[config.mk]
export PLATFORM = sky130hd
export DESIGN_NAME = ram_arbiter_flat
export DESIGN_NICKNAME = d
export VERILOG_FILES = /design/src/rtl/ram_arbiter_if.sv /design/src/rtl/ram_arbiter.sv /design/src/flat_wrapper.sv
export SDC_FILE = /design/constraint.sdc
export NUM_CORES = 1
export LEC_CHECK = 0
export BUFFER_PORTS_ARGS = -buffer_cell sky130_fd_sc_hd__buf_2
export CELL_PAD_IN_SITES_DETAIL_PLACEMENT = 2
export CELL_PAD_IN_SITES_GLOBAL_PLACEMENT = 2
export CORE_ASPECT_RATIO = 2
export CORE_MARGIN = 5
export CORE_UTILIZATION = 27
export CTS_CLUSTER_DIAMETER = 150
export CTS_CLUSTER_SIZE = 10
export DETAILED_ROUTE_END_ITERATION = 8
export PLACE_DENSITY_LB_ADDON = 0.1
export SLEW_MARGIN = 40
export SYNTH_ARGS = -nofsm -noshare
export SYNTH_HDL_FRONTEND = slang
export SYNTH_SLANG_ARGS = --single-unit
[constraint.sdc]
create_clock -name i_clock -period 3.2 [get_ports i_clock]
set_input_delay 0.64 -clock i_clock [delete_from_list [all_inputs] [get_ports i_clock]]
set_output_delay 0.64 -clock i_clock [all_outputs]
set_load 0.05 [all_outputs]
[src/rtl/ram_arbiter_if.sv]
// Requester command/response, RAM control and status signals of ram_arbiter.
// Requesters and the RAM sit on the master side, and the arbiter sits on the slave side.
interface ram_arbiter_if #(
   parameter int data_width = 8,
   parameter int addr_width = 3
);
   logic                  req0;
   logic                  we0;
   logic [addr_width-1:0] addr0;
   logic [data_width-1:0] wdata0;
   logic                  ack0;
   logic [data_width-1:0] rdata0;

   logic                  req1;
   logic                  we1;
   logic [addr_width-1:0] addr1;
   logic [data_width-1:0] wdata1;
   logic                  ack1;
   logic [data_width-1:0] rdata1;

   logic                  ram_en;
   logic                  ram_we;
   logic [addr_width-1:0] ram_addr;
   logic [data_width-1:0] ram_di;
   logic [data_width-1:0] ram_do;
   logic                  busy;

   modport master (
      output req0, we0, addr0, wdata0,
      output req1, we1, addr1, wdata1,
      output ram_do,
      input  ack0, rdata0, ack1, rdata1,
      input  ram_en, ram_we, ram_addr, ram_di, busy
   );

   modport slave (
      input  req0, we0, addr0, wdata0,
      input  req1, we1, addr1, wdata1,
      input  ram_do,
      output ack0, rdata0, ack1, rdata1,
      output ram_en, ram_we, ram_addr, ram_di, busy
   );
endinterface

[src/rtl/ram_arbiter.sv]
// Round-robin arbiter serialising two requesters onto a registered-output RAM.
// A request sampled in IDLE is acked 3 cycles later; the other requester waits holding its req.
module ram_arbiter #(
   parameter int data_width = 8,
   parameter int addr_width = 3
) (
   input  logic           i_clock,
   input  logic           i_reset,
   ram_arbiter_if.slave   bus
);
   typedef enum logic [1:0] {ST_IDLE, ST_ISSUE, ST_DONE} state_t;

   state_t                r_state;
   logic                  r_owner;
   logic                  r_last;
   logic                  r_ram_en;
   logic                  r_ram_we;
   logic [addr_width-1:0] r_ram_addr;
   logic [data_width-1:0] r_ram_di;
   logic [data_width-1:0] r_rdata0;
   logic [data_width-1:0] r_rdata1;
   logic                  r_ack0;
   logic                  r_ack1;

   logic                  w_elig0;
   logic                  w_elig1;
   logic                  w_grant1;

   // A requester acked this cycle still shows its old command, so it sits out.
   assign w_elig0  = bus.req0 & ~r_ack0;
   assign w_elig1  = bus.req1 & ~r_ack1;
   assign w_grant1 = w_elig1 & (~w_elig0 | ~r_last);

   always_ff @(posedge i_clock) begin
      if (i_reset) begin
         r_state    <= ST_IDLE;
         r_owner    <= 1'b0;
         r_last     <= 1'b1;
         r_ram_en   <= 1'b0;
         r_ram_we   <= 1'b0;
         r_ram_addr <= '0;
         r_ram_di   <= '0;
         r_rdata0   <= '0;
         r_rdata1   <= '0;
         r_ack0     <= 1'b0;
         r_ack1     <= 1'b0;
      end else begin
         r_ack0 <= 1'b0;
         r_ack1 <= 1'b0;
         case (r_state)
            ST_IDLE: begin
               if (w_elig0 | w_elig1) begin
                  r_state    <= ST_ISSUE;
                  r_owner    <= w_grant1;
                  r_ram_en   <= 1'b1;
                  r_ram_we   <= w_grant1 ? bus.we1    : bus.we0;
                  r_ram_addr <= w_grant1 ? bus.addr1  : bus.addr0;
                  r_ram_di   <= w_grant1 ? bus.wdata1 : bus.wdata0;
               end
            end
            ST_ISSUE: begin
               r_state  <= ST_DONE;
               r_ram_en <= 1'b0;
               r_ram_we <= 1'b0;
            end
            ST_DONE: begin
               r_state <= ST_IDLE;
               r_last  <= r_owner;
               if (r_owner) begin
                  r_rdata1 <= bus.ram_do;
                  r_ack1   <= 1'b1;
               end else begin
                  r_rdata0 <= bus.ram_do;
                  r_ack0   <= 1'b1;
               end
            end
            default: begin
               r_state  <= ST_IDLE;
               r_ram_en <= 1'b0;
               r_ram_we <= 1'b0;
            end
         endcase
      end
   end

   assign bus.ram_en   = r_ram_en;
   assign bus.ram_we   = r_ram_we;
   assign bus.ram_addr = r_ram_addr;
   assign bus.ram_di   = r_ram_di;
   assign bus.ack0     = r_ack0;
   assign bus.ack1     = r_ack1;
   assign bus.rdata0   = r_rdata0;
   assign bus.rdata1   = r_rdata1;
   assign bus.busy     = (r_state != ST_IDLE);
endmodule

[src/flat_wrapper.sv]
// flat-port wrapper written by rule: the top's interface ports become plain ports
module ram_arbiter_flat 
#(
   parameter int data_width = 8,
   parameter int addr_width = 3
)
  (i_clock, i_reset, bus_req0, bus_we0, bus_addr0, bus_wdata0, bus_req1, bus_we1, bus_addr1, bus_wdata1, bus_ram_do, bus_ack0, bus_rdata0, bus_ack1, bus_rdata1, bus_ram_en, bus_ram_we, bus_ram_addr, bus_ram_di, bus_busy);
  ram_arbiter_if #(.data_width(data_width), .addr_width(addr_width)) bus_i ();
  input  logic i_clock;
  input  logic i_reset;
  input wire logic [$bits(bus_i.req0)-1:0] bus_req0;
  input wire logic [$bits(bus_i.we0)-1:0] bus_we0;
  input wire logic [$bits(bus_i.addr0)-1:0] bus_addr0;
  input wire logic [$bits(bus_i.wdata0)-1:0] bus_wdata0;
  input wire logic [$bits(bus_i.req1)-1:0] bus_req1;
  input wire logic [$bits(bus_i.we1)-1:0] bus_we1;
  input wire logic [$bits(bus_i.addr1)-1:0] bus_addr1;
  input wire logic [$bits(bus_i.wdata1)-1:0] bus_wdata1;
  input wire logic [$bits(bus_i.ram_do)-1:0] bus_ram_do;
  output wire logic [$bits(bus_i.ack0)-1:0] bus_ack0;
  output wire logic [$bits(bus_i.rdata0)-1:0] bus_rdata0;
  output wire logic [$bits(bus_i.ack1)-1:0] bus_ack1;
  output wire logic [$bits(bus_i.rdata1)-1:0] bus_rdata1;
  output wire logic [$bits(bus_i.ram_en)-1:0] bus_ram_en;
  output wire logic [$bits(bus_i.ram_we)-1:0] bus_ram_we;
  output wire logic [$bits(bus_i.ram_addr)-1:0] bus_ram_addr;
  output wire logic [$bits(bus_i.ram_di)-1:0] bus_ram_di;
  output wire logic [$bits(bus_i.busy)-1:0] bus_busy;
  assign bus_i.req0 = bus_req0;
  assign bus_i.we0 = bus_we0;
  assign bus_i.addr0 = bus_addr0;
  assign bus_i.wdata0 = bus_wdata0;
  assign bus_i.req1 = bus_req1;
  assign bus_i.we1 = bus_we1;
  assign bus_i.addr1 = bus_addr1;
  assign bus_i.wdata1 = bus_wdata1;
  assign bus_i.ram_do = bus_ram_do;
  assign bus_ack0 = bus_i.ack0;
  assign bus_rdata0 = bus_i.rdata0;
  assign bus_ack1 = bus_i.ack1;
  assign bus_rdata1 = bus_i.rdata1;
  assign bus_ram_en = bus_i.ram_en;
  assign bus_ram_we = bus_i.ram_we;
  assign bus_ram_addr = bus_i.ram_addr;
  assign bus_ram_di = bus_i.ram_di;
  assign bus_busy = bus_i.busy;
  ram_arbiter #(.data_width(data_width), .addr_width(addr_width)) u_core (.i_clock(i_clock), .i_reset(i_reset), .bus(bus_i));
endmodule
; After elaboration in Yosys (flattened, before gate mapping)
; Cells that the tools add are included.
[op_classes]
n_eq_ne = 3
muxes = 11
bitwise = 11
reduce_logical = 7
[ops]
columns = cell, n
row1 = $mux W8, 1
row2 = $reduce_and A2 Y1, 4
row3 = $not A1 Y1, 6
row4 = $mux W1, 5
row5 = $pmux W1 S2, 2
row6 = $pmux W2 S2, 1
row7 = $and A1 B1 Y1, 3
row8 = $mux W3, 1
row9 = $eq A2 B1 Y1 const B, 1
row10 = $eq A2 B2 Y1 const B, 1
row11 = $logic_not A2 Y1, 1
row12 = $mux W2, 1
row13 = $ne A2 B1 Y1 const B, 1
row14 = $or A1 B1 Y1, 2
row15 = $reduce_bool A2 Y1, 1
row16 = $reduce_or A2 Y1, 1
[totals]
register_bits = 35
input_bits = 36
output_inout_bits = 32
wordCells = 43

; Logic depth before layout (Yosys ltp)
; Gate-level depths: netlist of run 1.
[logic_depth]
depth_word = 8
ltp_mapped = 5
ltp_nobuf = 4

; Least setup slack after synthesis of run 1
; Ideal clock, no wire load.
[synth_path]
path_type = reg2reg
startpoint = reg u_core.r_ack1 (netlist: u_core.bus.ack1)
endpoint = reg u_core.r_ram_di[0] (netlist: u_core.bus.ram_di[0])
setup_ns = 0.088
t_arrival_ns = 1.456
required_time_ns = 3.112
path_slack_ns = 1.656
stages_incl_launch_ff = 6
path_buffers = 1
period_less_slack_ns = 1.544
cell_sequence = dfxtp_1 nand2b_1 nand2b_1 buf_4 nand2_1 a311oi_2
[synth_via]
elab_chain_len = 4
word_cells_on_any_way = 6
cone_classes = mux: 1 / bitwise: 4 / reduce/logical: 1
[synth_rtl]
columns = element, line_no
row1 = from (decl), ram_arbiter.sv:23  ; logic r_ack1;
row2 = from (signal assigned), ram_arbiter.sv:46  ; r_ack1 <= 1'b0;
row3 = from (signal assigned), ram_arbiter.sv:49  ; r_ack1 <= 1'b0;
row4 = from (signal assigned), ram_arbiter.sv:71  ; r_ack1 <= 1'b1;
row5 = $not A1 Y1 (*), ram_arbiter.sv:31  ; assign w_elig1 = bus.req1 & ~r_ack1;
row6 = $and A1 B1 Y1 (*), ram_arbiter.sv:31
row7 = $and A1 B1 Y1 or $or A1 B1 Y1 (tied branches), "ram_arbiter.sv:32, ram_arbiter.sv:52"
row8 = $mux W8 or $reduce_and A2 Y1 (tied branches), -
row9 = to (signal assigned), ram_arbiter.sv:58  ; r_ram_di <= w_grant1 ? bus.wdata1 : bus.wdata0;
row10 = to (decl), ram_arbiter.sv:19  ; logic [data_width-1:0] r_ram_di;
; Mark *: on every way between the ends. The rest lies on a longest branch, timed or not.
; A chain may end at the register's enable or synchronous reset.

; Final worst setup path of run 1
[layout_path]
startpoint = reg u_core.r_state[1]
endpoint = out bus_busy
[layout_via]
elab_chain_len = 1
[layout_rtl]
columns = element, line_no
row1 = from (decl), ram_arbiter.sv:13  ; state_t r_state;
row2 = from (signal assigned), ram_arbiter.sv:36  ; r_state <= ST_IDLE;
row3 = from (signal assigned), ram_arbiter.sv:53  ; r_state <= ST_ISSUE;
row4 = from (signal assigned), ram_arbiter.sv:62  ; r_state <= ST_DONE;
row5 = $reduce_bool A2 Y1, ram_arbiter.sv:94  ; assign bus.busy = (r_state != ST_IDLE);
row6 = to (decl), flat_wrapper.sv:28  ; output wire logic [$bits(bus_i.busy)-1:0] bus_busy;
; No other way between the ends.

==> results of run 1 <==
[metrics by stage]
| stage | worst slack [ns] | utilization |
|---|---|---|
| CTS | 1.41 | 0.365 |
| global placement | 1.30 | 0.346 |
| floorplan | 1.66 | - |
| global route | 1.36 | 0.365 |
| detailed placement | 1.17 | 0.346 |
| finish | 1.43 | 0.365 |
[kinds of logic (layout without fill, tap and decap cells)]
logic type / count (synthesis) / in the layout
mux: 17 / 17
simple gates: 68 / 68
flops: 35 / 35
buf+inv: 9 / 75
compound gates: 16 / 16
[sequential cells by signal, summed over array words and instances, names as in the netlist]
name and cells:
u_core.bus.ack1 1, u_core.r_owner 1, u_core.bus.ram_addr 3, u_core.bus.ram_en 1, u_core.r_state 2, u_core.bus.ram_we 1
u_core.bus.rdata1 8, u_core.bus.rdata0 8, u_core.bus.ram_di 8, u_core.bus.ack0 1, u_core.r_last 1
[cell usage in the layout (no fill, tap or decap)]
cell type	n
sky130_fd_sc_hd__a21oi_1	1
sky130_fd_sc_hd__a21oi_4	1
sky130_fd_sc_hd__a311oi_1	4
sky130_fd_sc_hd__a311oi_2	7
sky130_fd_sc_hd__a31oi_1	1
sky130_fd_sc_hd__buf_2	67
sky130_fd_sc_hd__clkbuf_1	1
sky130_fd_sc_hd__clkbuf_8	7
sky130_fd_sc_hd__dfxtp_1	35
sky130_fd_sc_hd__mux2i_1	17
sky130_fd_sc_hd__nand2_1	25
sky130_fd_sc_hd__nand2b_1	4
sky130_fd_sc_hd__nand3b_1	3
sky130_fd_sc_hd__nor2_1	30
sky130_fd_sc_hd__nor2_4	1
sky130_fd_sc_hd__nor2b_1	1
sky130_fd_sc_hd__nor2b_2	1
sky130_fd_sc_hd__nor3_1	1
sky130_fd_sc_hd__nor3b_1	1
sky130_fd_sc_hd__o21a_1	1
sky130_fd_sc_hd__o21ai_0	1
sky130_fd_sc_hd__or2_4	1
[area by class of cell]
type | count | area share
well taps | 58 | 0.0390
repair buffers | 67 | 0.180
clock buffers | 8 | 0.0538
multi-input cells | 101 | 0.350
flip-flops and latches | 35 | 0.377
[path summary, 6_finish.rpt]
check	start	endpoint	slack, ns	cells after the start
min reg2reg	u_core.bus.ram_en	u_core.bus.ram_en	0.49	1
max	u_core.r_state[1]	bus_busy	1.43	2
min	u_core.bus.ram_en	u_core.bus.ram_en	0.49	1
max reg2reg	u_core.r_state[0]	u_core.bus.ram_di[3]	1.50	4
[routing by layer]
metal  vias to the layer above  part of all wire  GRT usage  wire [µm]
met1                       625              0.34      0.122       1490
met5                         -                 0          0          0
li1                        619                 -          -          -
met4                         0             0.013     0.0564         59
met2                        41              0.59      0.264       2570
met3                         4             0.062     0.0472        271
[power by group through the flow]
stage	sequential, W	clock (W)	combinational, W
after floorplan	0.000573	0	0.000101
after CTS	0.000480	0.000379	0.000250
final	0.000480	0.000362	0.000245
after detailed placement	0.000491	0	0.000250
after global routing	0.000484	0.000396	0.000264
after global placement	0.000489	0	0.000240
[worst register-to-register path, stage by stage (launching register included)]
cell                       delay, ns
sky130_fd_sc_hd__dfxtp_1        0.35
sky130_fd_sc_hd__or2_4          0.28
sky130_fd_sc_hd__a21oi_4        0.58
sky130_fd_sc_hd__nor2_1         0.13
sky130_fd_sc_hd__a311oi_2       0.28
==> metrics, run 1 <==
most repeated cell in the gate-level netlist after synthesis sky130_fd_sc_hd__dfxtp_1; Gate power share 0.226; initial core utilization 0.276; classification of the worst setup path flip-flop to primary output; post-route setup TNS 0 ns; final routed wirelength across all metal layers 4.39 mm; synthesized instance count 145; TritonCTS Sinks 35; design internal power 0.000732 W; post-layout total power 0.00109 W; net switching fraction of the power 0.326; main combinational cell family by area after synthesis simple AND/OR/NAND/NOR gates; number of I/O port buffers 67; Critical path buffers and inverters 1; CTS Hold Bufs 0; library cell occupying the most area in the post-synthesis netlist sky130_fd_sc_hd__dfxtp_1; Leakage Power 0.919 nW; final non-filler cell total 269; Area growth syn-to-layout 32.2%; detailed-route DRC error count 0; number of nets produced by synthesis 181; pin count of the biggest net entering global routing 35; final count of hold timing violations 0; area share of the largest cell type after synthesis 0.498; count of warnings emitted by yosys 0; Slew Limit Fails 0; synth unique cells 23; clock network fraction of design power 0.333; NetSw 0.000354 W; total via count after detailed routing 1289; power density of the placed cells 584 mW/mm²; RSZ-0062 raised after global routing no; vertical die dimension 112 µm; global-route wire length before repair 7.04 mm; critical path's top delay family flip-flops; per-cell routed wire length 16.3 µm; Clock Root Buffer sky130_fd_sc_hd__clkbuf_8; Startpoint Class flip-flop; crit path DAT 1.13 ns; cell at the slowest stage of the critical path sky130_fd_sc_hd__dfxtp_1; Final Wtd Congestion 0.683; final standard cell area without fillers 0.00186 mm²; Cell Area, Synth 0.00141 mm²; Post-CTS Setup Inserts 0; post-synthesis mux area share 0.121; result of the run completed; synthesized-area fraction occupied by xor and xnor cells 0; CTS H-tree depth 2; synthesized-area fraction occupied by ao, oa, aoi and oai cells 0.128; CP peak stage delay 0.41 ns; floorplan die area 0.00684 mm²; simple-gate area share of the yosys netlist 0.214; mean number of vias per cell 4.79; Multi-input gate area 652 µm²; ratio of final minimum period to clock period 0.552; Clock transition at path regs 0.07 ns; count of flip-flops with a built-in enable after synthesis 0; crit path cell chain or2_4 > buf_2; Initial DRT Pass Iterations 4; worst hold path type flip-flop to flip-flop; antenna violations before repair 0; clock tree from TritonCTS built; actual transition at the worst max-transition pin 0.739 ns; portion of total power attributed to sequential cells 0.441; Placed Instance Area 0.00176 mm²; setup violators final 0; number of nets in the layout 246; Post-synth ARST share 0; worst hold slack 0.487 ns; Placeable Area 0.00509 mm²; maximum vdd ir drop 0.000291 V; post-synthesis sequential element count 35; I/O pin count 68; number of filler instances in the final layout 598; clock latency reported for the late side of the worst-skew pair 0.29 ns; row cnt 37; register area 701 µm²; Synth area leaders sky130_fd_sc_hd__dfxtp_1 50%, sky130_fd_sc_hd__mux2i_1 12%, sky130_fd_sc_hd__nor2_1 8.0%, sky130_fd_sc_hd__a311oi_2 7.5%, sky130_fd_sc_hd__nand2_1 6.7%; final critical-path required period 1.77 ns; CTS Buf Count 5; total grt overflow 0; flip-flop cell with the highest count after synthesis sky130_fd_sc_hd__dfxtp_1; relative max-transition margin 0.506; die width 61.1 µm; share of post-route cells with drive strength above 1 0.403; setup skew after layout 0.00633 ns; upper clock frequency limit 0.566 GHz; element type at the critical path end primary output; Synth Area in Adders 0; sum of net half-perimeters after detailed placement 3.38 mm; via count of the first global-routing pass 1549; deepest clock path buffer count 2; max-cap check violation count 0; cts repair resizes 0; residual antenna-violating net count after detailed routing 0; starting DRC count in detailed routing 15; required time of the critical path 2.56 ns; critical path fanouts, max 5; placed cell count 261; number of inserted diodes 0; mean instance size in the synthesized netlist 9.71 µm²; gr usage total 0.139; most used standard cells in the synthesized netlist 35 x sky130_fd_sc_hd__dfxtp_1, 30 x sky130_fd_sc_hd__nor2_1, 25 x sky130_fd_sc_hd__nand2_1; Seq/Total Area, Yosys 0.498
(Power assumes the default switching activity.)
==> run 2, diff against run 1 <==
--- a/config.mk
+++ b/config.mk
@@ -10,7 +10,7 @@
 export CELL_PAD_IN_SITES_GLOBAL_PLACEMENT = 2
 export CORE_ASPECT_RATIO = 2
 export CORE_MARGIN = 5
-export CORE_UTILIZATION = 27
+export CORE_UTILIZATION = 23
 export CTS_CLUSTER_DIAMETER = 150
 export CTS_CLUSTER_SIZE = 10
 export DETAILED_ROUTE_END_ITERATION = 8
==> constraint.sdc (replaced) <==
create_clock -name i_clock -period 1.5 [get_ports i_clock]
set_input_delay 0.3 -clock i_clock [delete_from_list [all_inputs] [get_ports i_clock]]
set_output_delay 0.3 -clock i_clock [all_outputs]
set_load 0.05 [all_outputs]
==> run 2 against run 1 <==
Register-to-register slack worse by 1.4 ns. Routed wire length up 0.98%. Final area up 6.3%. Setup slack worse by 1.3 ns. Critical path type unchanged. Largest cell class unchanged.
==> metrics, run 2 (synthesized netlist as in run 1, its figures left out) <==
element type at the critical path end primary output (unchanged); residual antenna-violating net count after detailed routing 0 (unchanged); Area growth syn-to-layout 40.4% (was 32.2%); required time of the critical path 1.20 ns (was 2.56 ns); setup skew after layout 0.00280 ns (was 0.00633 ns); floorplan die area 0.00788 mm² (was 0.00684 mm²); worst hold path type primary input to flip-flop (was flip-flop to flip-flop); antenna violations before repair 0 (unchanged); number of nets in the layout 252 (was 246); CTS Hold Bufs 0 (unchanged); initial core utilization 0.234 (was 0.276); Clock Root Buffer sky130_fd_sc_hd__clkbuf_16 (was sky130_fd_sc_hd__clkbuf_8); final non-filler cell total 280 (was 269); leading cell type in the layout, fill and taps excluded sky130_fd_sc_hd__buf_2 (unchanged); crit path DAT 1.11 ns (was 1.13 ns); power density of the placed cells 1300 mW/mm² (was 584 mW/mm²); Leakage Power 0.973 nW (was 0.919 nW); via count of the first global-routing pass 1480 (was 1549); detailed-route DRC error count 0 (unchanged); number of I/O port buffers 67 (unchanged); most frequent cells in the layout 67 x sky130_fd_sc_hd__buf_2, 33 x sky130_fd_sc_hd__dfxtp_1, 30 x sky130_fd_sc_hd__nor2_1 (was 67 x sky130_fd_sc_hd__buf_2, 35 x sky130_fd_sc_hd__dfxtp_1, 30 x sky130_fd_sc_hd__nor2_1); gr usage total 0.118 (was 0.139); row cnt 40 (was 37); vertical die dimension 121 µm (was 112 µm); pin count of the biggest net entering global routing 23 (was 35); CTS H-tree depth 2 (unchanged); upper clock frequency limit 0.711 GHz; CTS Buf Count 5 (unchanged); Initial DRT Pass Iterations 2 (was 4); final count of hold timing violations 0 (unchanged); Clock transition at path regs 0.05 ns (was 0.07 ns); number of inserted diodes 0 (unchanged); placed cell count 272 (was 261); maximum vdd ir drop 0.000614 V (was 0.000291 V); worst hold path stage count 3 (was 1); Post-CTS Setup Inserts 0 (unchanged); mean number of vias per cell 4.69 (was 4.79); share of post-route cells with drive strength above 1 0.424 (was 0.403); final critical-path required period 1.41 ns; max-cap check violation count 0 (unchanged); ratio of final minimum period to clock period 0.937; total grt overflow 0 (unchanged); clock latency reported for the late side of the worst-skew pair 0.27 ns (was 0.29 ns); die width 65.3 µm (was 61.1 µm); I/O pin count 68 (unchanged); RSZ-0062 raised after global routing no (unchanged); starting DRC count in detailed routing 27 (was 15); sum of net half-perimeters after detailed placement 3.60 mm (was 3.38 mm); Slew Limit Fails 0 (unchanged); relative max-transition margin 0.773 (was 0.506); setup violators final 0 (unchanged); result of the run completed (unchanged); Final Wtd Congestion 0.679 (was 0.683); post-route setup TNS 0 ns (unchanged); classification of the worst setup path flip-flop to primary output (unchanged); final routed wirelength across all metal layers 4.43 mm (was 4.39 mm); Startpoint Class flip-flop (unchanged); Placeable Area 0.00601 mm² (was 0.00509 mm²); TritonCTS Sinks 35 (unchanged); actual transition at the worst max-transition pin 0.340 ns (was 0.739 ns); deepest clock path buffer count 2 (unchanged); per-cell routed wire length 15.8 µm (was 16.3 µm); depth of the worst register-to-register path 5 (was 4); total via count after detailed routing 1312 (was 1289); global-route wire length before repair 7.07 mm (was 7.04 mm); cts repair resizes 0 (unchanged); critical path fanouts, max 5 (unchanged); clock tree from TritonCTS built (unchanged)
[run 2: cell count changes in the layout (fill, tap and decap cells not counted), sizes merged]
cell / before / now
buf: 67 / 73
clkbuf: 8 / 7
clkinv: 0 / 1
[run 2: power by group]
part           switching, W  internal (W)
Sequential        0.0000332      0.000991
Combinational      0.000374      0.000179
Clock              0.000369      0.000613
Total              0.000777       0.00178
[run 2: worst paths after layout]
path                           from                    to  slack, ns
setup / recovery  u_core.r_state[1]              bus_busy       0.09
setup reg to reg  u_core.r_state[0]  u_core.bus.ram_di[1]       0.13
hold / removal        bus_ram_do[2]  u_core.bus.rdata1[2]       0.28
hold reg to reg   u_core.bus.ram_en     u_core.bus.ram_en       0.49
[run 2: final cells by class]
cell class              count  area, µm²
repair buffers             73        405
multi-input cells         101        652
clock buffers               7        133
clock inverters             1       5.00
fillers                   699       4030
well taps                  63       78.8
flip-flops and latches     35        703
[run 2: critical path: stages (launching register included)]
cell and delay [ns]:
sky130_fd_sc_hd__dfxtp_1 0.40, sky130_fd_sc_hd__or2_4 0.17, sky130_fd_sc_hd__buf_2 0.27
[run 2: per-layer routing]
metal	vias to the layer above	part of all wire	GRT usage
met1	630	0.33	0.102
met4	0	0.018	0.0545
li1	629	-	-
met2	48	0.58	0.234
met5	-	0	0
met3	5	0.063	0.0362
[run 2: stage by stage]
stage	utilization	worst slack [ns]	hold slack, ns	total power, W	instance area (µm²)
floorplan	-	0.118	0.441	0.00144	1410
global placement	0.306	0.189	0.463	0.00159	1840
detailed placement	0.306	0.131	0.477	0.00161	1840
CTS	0.329	0.0836	0.280	0.00261	1980
global route	0.329	0.0255	0.285	0.00269	1980
finish	0.329	0.0938	0.281	0.00256	1980
==> run 3, diff against run 2 <==
--- a/config.mk
+++ b/config.mk
@@ -14,6 +14,7 @@
 export CTS_CLUSTER_DIAMETER = 150
 export CTS_CLUSTER_SIZE = 10
 export DETAILED_ROUTE_END_ITERATION = 8
+export GPL_TIMING_DRIVEN = 0
 export PLACE_DENSITY_LB_ADDON = 0.1
 export SLEW_MARGIN = 40
 export SYNTH_ARGS = -nofsm -noshare
==> run 3 against run 2 <==
Utilization grew 0.083 points. Non-clock buffer count grew 5. Clock-buffer cell count is the same. Highest routed layer unchanged. Largest cell class unchanged. Critical endpoint unchanged.
==> metrics, run 3 (synthesized netlist as in run 1, its figures left out) <==
result of the run completed (unchanged); upper clock frequency limit 0.711 GHz (about the same); die width 65.3 µm (unchanged); total via count after detailed routing 1318 (was 1312); flop2flop setup slack 0.13 ns (about the same); global-route wire length before repair 7.69 mm (was 7.07 mm); ratio of final minimum period to clock period 0.937 (about the same); critical path fanouts, max 5 (unchanged); pin count of the biggest net entering global routing 11 (was 23); gr usage total 0.130 (was 0.118); starting DRC count in detailed routing 21 (was 27); number of I/O port buffers 66 (was 67); detailed-route DRC error count 0 (unchanged); CTS H-tree depth 2 (unchanged); Placeable Area 0.00601 mm² (unchanged); r2r startpoint u_core.r_state[0] (unchanged); I/O pin count 68 (unchanged); Crit. Startpoint u_core.r_state[0] (was u_core.r_state[1]); worst hold path type primary input to flip-flop (unchanged); leading cell type in the layout, fill and taps excluded sky130_fd_sc_hd__buf_2 (unchanged); final standard cell area without fillers 0.00198 mm² (about the same); Clock Root Buffer sky130_fd_sc_hd__clkbuf_16 (unchanged); antenna violations before repair 0 (unchanged); clock latency reported for the late side of the worst-skew pair 0.28 ns (was 0.27 ns); RSZ-0062 raised after global routing no (unchanged); Leakage Power 0.977 nW (was 0.973 nW); Initial DRT Pass Iterations 2 (unchanged); per-cell routed wire length 17.2 µm (was 15.8 µm); critical path's top delay family flip-flops (unchanged); classification of the worst setup path flip-flop to primary output (unchanged); total grt overflow 0 (unchanged); TritonCTS Sinks 35 (unchanged); worst hold slack 0.280 ns (was 0.281 ns); Area growth syn-to-layout 40.8% (was 40.4%); vertical die dimension 121 µm (unchanged); Final Wtd Congestion 0.701 (was 0.679); relative max-transition margin 0.670 (was 0.773); Clock transition at path regs 0.06 ns (was 0.05 ns); crit path DAT 1.11 ns (about the same); mean number of vias per cell 4.62 (was 4.69); met2 track demand over resource in global routing 0.263 (was 0.234); Startpoint Class flip-flop (unchanged); residual antenna-violating net count after detailed routing 0 (unchanged); required time of the critical path 1.20 ns (about the same); final count of hold timing violations 0 (unchanged); Placed Instance Area 0.00182 mm² (was 0.00184 mm²); routing usage on met3 0.0372 (was 0.0362); logic depth of the worst setup path including buffers 2 (unchanged); CP peak stage delay 0.34 ns (was 0.40 ns); depth of the worst register-to-register path 5 (unchanged); initial core utilization 0.234 (unchanged); Critical Path End bus_busy (unchanged); actual transition at the worst max-transition pin 0.495 ns (was 0.340 ns); max-cap check violation count 0 (unchanged); row cnt 40 (unchanged); final routed wirelength across all metal layers 4.90 mm (was 4.43 mm); most utilized layer in the global route result met2 (unchanged); element type at the critical path end primary output (unchanged); Slew Limit Fails 0 (unchanged); power density of the placed cells 1300 mW/mm² (about the same); crit path cell chain or2_4 > buf_2 (unchanged); FF-to-FF End u_core.bus.ram_di[5] (was u_core.bus.ram_di[1]); setup violators final 0 (unchanged); deepest clock path buffer count 2 (unchanged); number of nets in the layout 257 (was 252); clock tree from TritonCTS built (unchanged); share of post-route cells with drive strength above 1 0.428 (was 0.424); most frequent cells in the layout 68 x sky130_fd_sc_hd__buf_2, 33 x sky130_fd_sc_hd__dfxtp_1, 30 x sky130_fd_sc_hd__nor2_1 (was 67 x sky130_fd_sc_hd__buf_2, 33 x sky130_fd_sc_hd__dfxtp_1, 30 x sky130_fd_sc_hd__nor2_1); maximum vdd ir drop 0.000794 V (was 0.000614 V); CTS Buf Count 5 (unchanged); number of inserted diodes 0 (unchanged); final critical-path required period 1.41 ns (about the same); Critical path buffers and inverters 1 (unchanged); via count of the first global-routing pass 1500 (was 1480); met1 Resource Use GR 0.109 (was 0.102); setup skew after layout 0.00522 ns (was 0.00280 ns); floorplan die area 0.00788 mm² (unchanged); cell at the slowest stage of the critical path sky130_fd_sc_hd__dfxtp_1 (unchanged); sum of net half-perimeters after detailed placement 3.92 mm (was 3.60 mm)
[run 3: worst register-to-register path, cell delays in order (launching register included)]
cell,delay (ns)
sky130_fd_sc_hd__dfxtp_1,0.34
sky130_fd_sc_hd__or2_4,0.27
sky130_fd_sc_hd__a21oi_4,0.14
sky130_fd_sc_hd__buf_4,0.16
sky130_fd_sc_hd__buf_4,0.20
sky130_fd_sc_hd__a311oi_2,0.12
[run 3: report_power, final]
part	total, W	internal, W	leakage, nW	switching (W)
clock network	0.000994	0.000613	0.0679	0.000380
logic	0.000567	0.000181	0.622	0.000386
registers	0.00103	0.000991	0.287	0.0000340
[run 3: layer usage]
| layer | vias up | part of all wire |
|---|---|---|
| met2 | 47 | 0.59 |
| met5 | - | 0 |
| li1 | 639 | - |
| met4 | 0 | 0.019 |
| met3 | 7 | 0.061 |
| met1 | 625 | 0.33 |
[run 3: area by class of cell]
class	instances	area (µm²)
fill	714	4020
sequential	35	703
multi-input combinational	101	654
timing repair buffer	69	353
clock buffer	7	133
tap	63	78.8
buffer	9	55.1
clock inverter	1	5.00
[run 3: worst min path at each step]
stage                               from                    to  slack (ns)  cells past startpoint
floorplan                  u_core.r_last         u_core.r_last        0.44                      2
global placement       u_core.bus.ram_en     u_core.bus.ram_en        0.45                      1
detailed placement  u_core.bus.rdata0[2]  u_core.bus.rdata0[2]        0.48                      2
CTS                              bus_we1     u_core.bus.ram_we        0.27                      3
global route               bus_ram_do[1]  u_core.bus.rdata1[1]        0.29                      3
finish                     bus_ram_do[6]  u_core.bus.rdata1[6]        0.28                      3
[run 3: repair_timing]
action / 4_1_cts / 5_1_grt
setup buffers: 3 / 0
endpoints found under the setup margin: 2 / 0
resized for setup: 1 / 0
hold buffers: 0 / 0
[run 3: stage by stage]
| step | power [W] | utilization | std cells | setup TNS (ns) | worst slack [ns] |
|---|---|---|---|---|---|
| after floorplan | 0.00144 | - | 145 | 0 | 0.118 |
| after global placement | 0.00159 | 0.303 | 274 | 0 | 0.0735 |
| after detailed placement | 0.00161 | 0.303 | 274 | -0.0455 | -0.0455 |
| after CTS | 0.00265 | 0.330 | 285 | 0 | 0.0830 |
| after global routing | 0.00271 | 0.330 | 285 | 0 | 0.0522 |
| final | 0.00259 | 0.330 | 285 | 0 | 0.0938 |
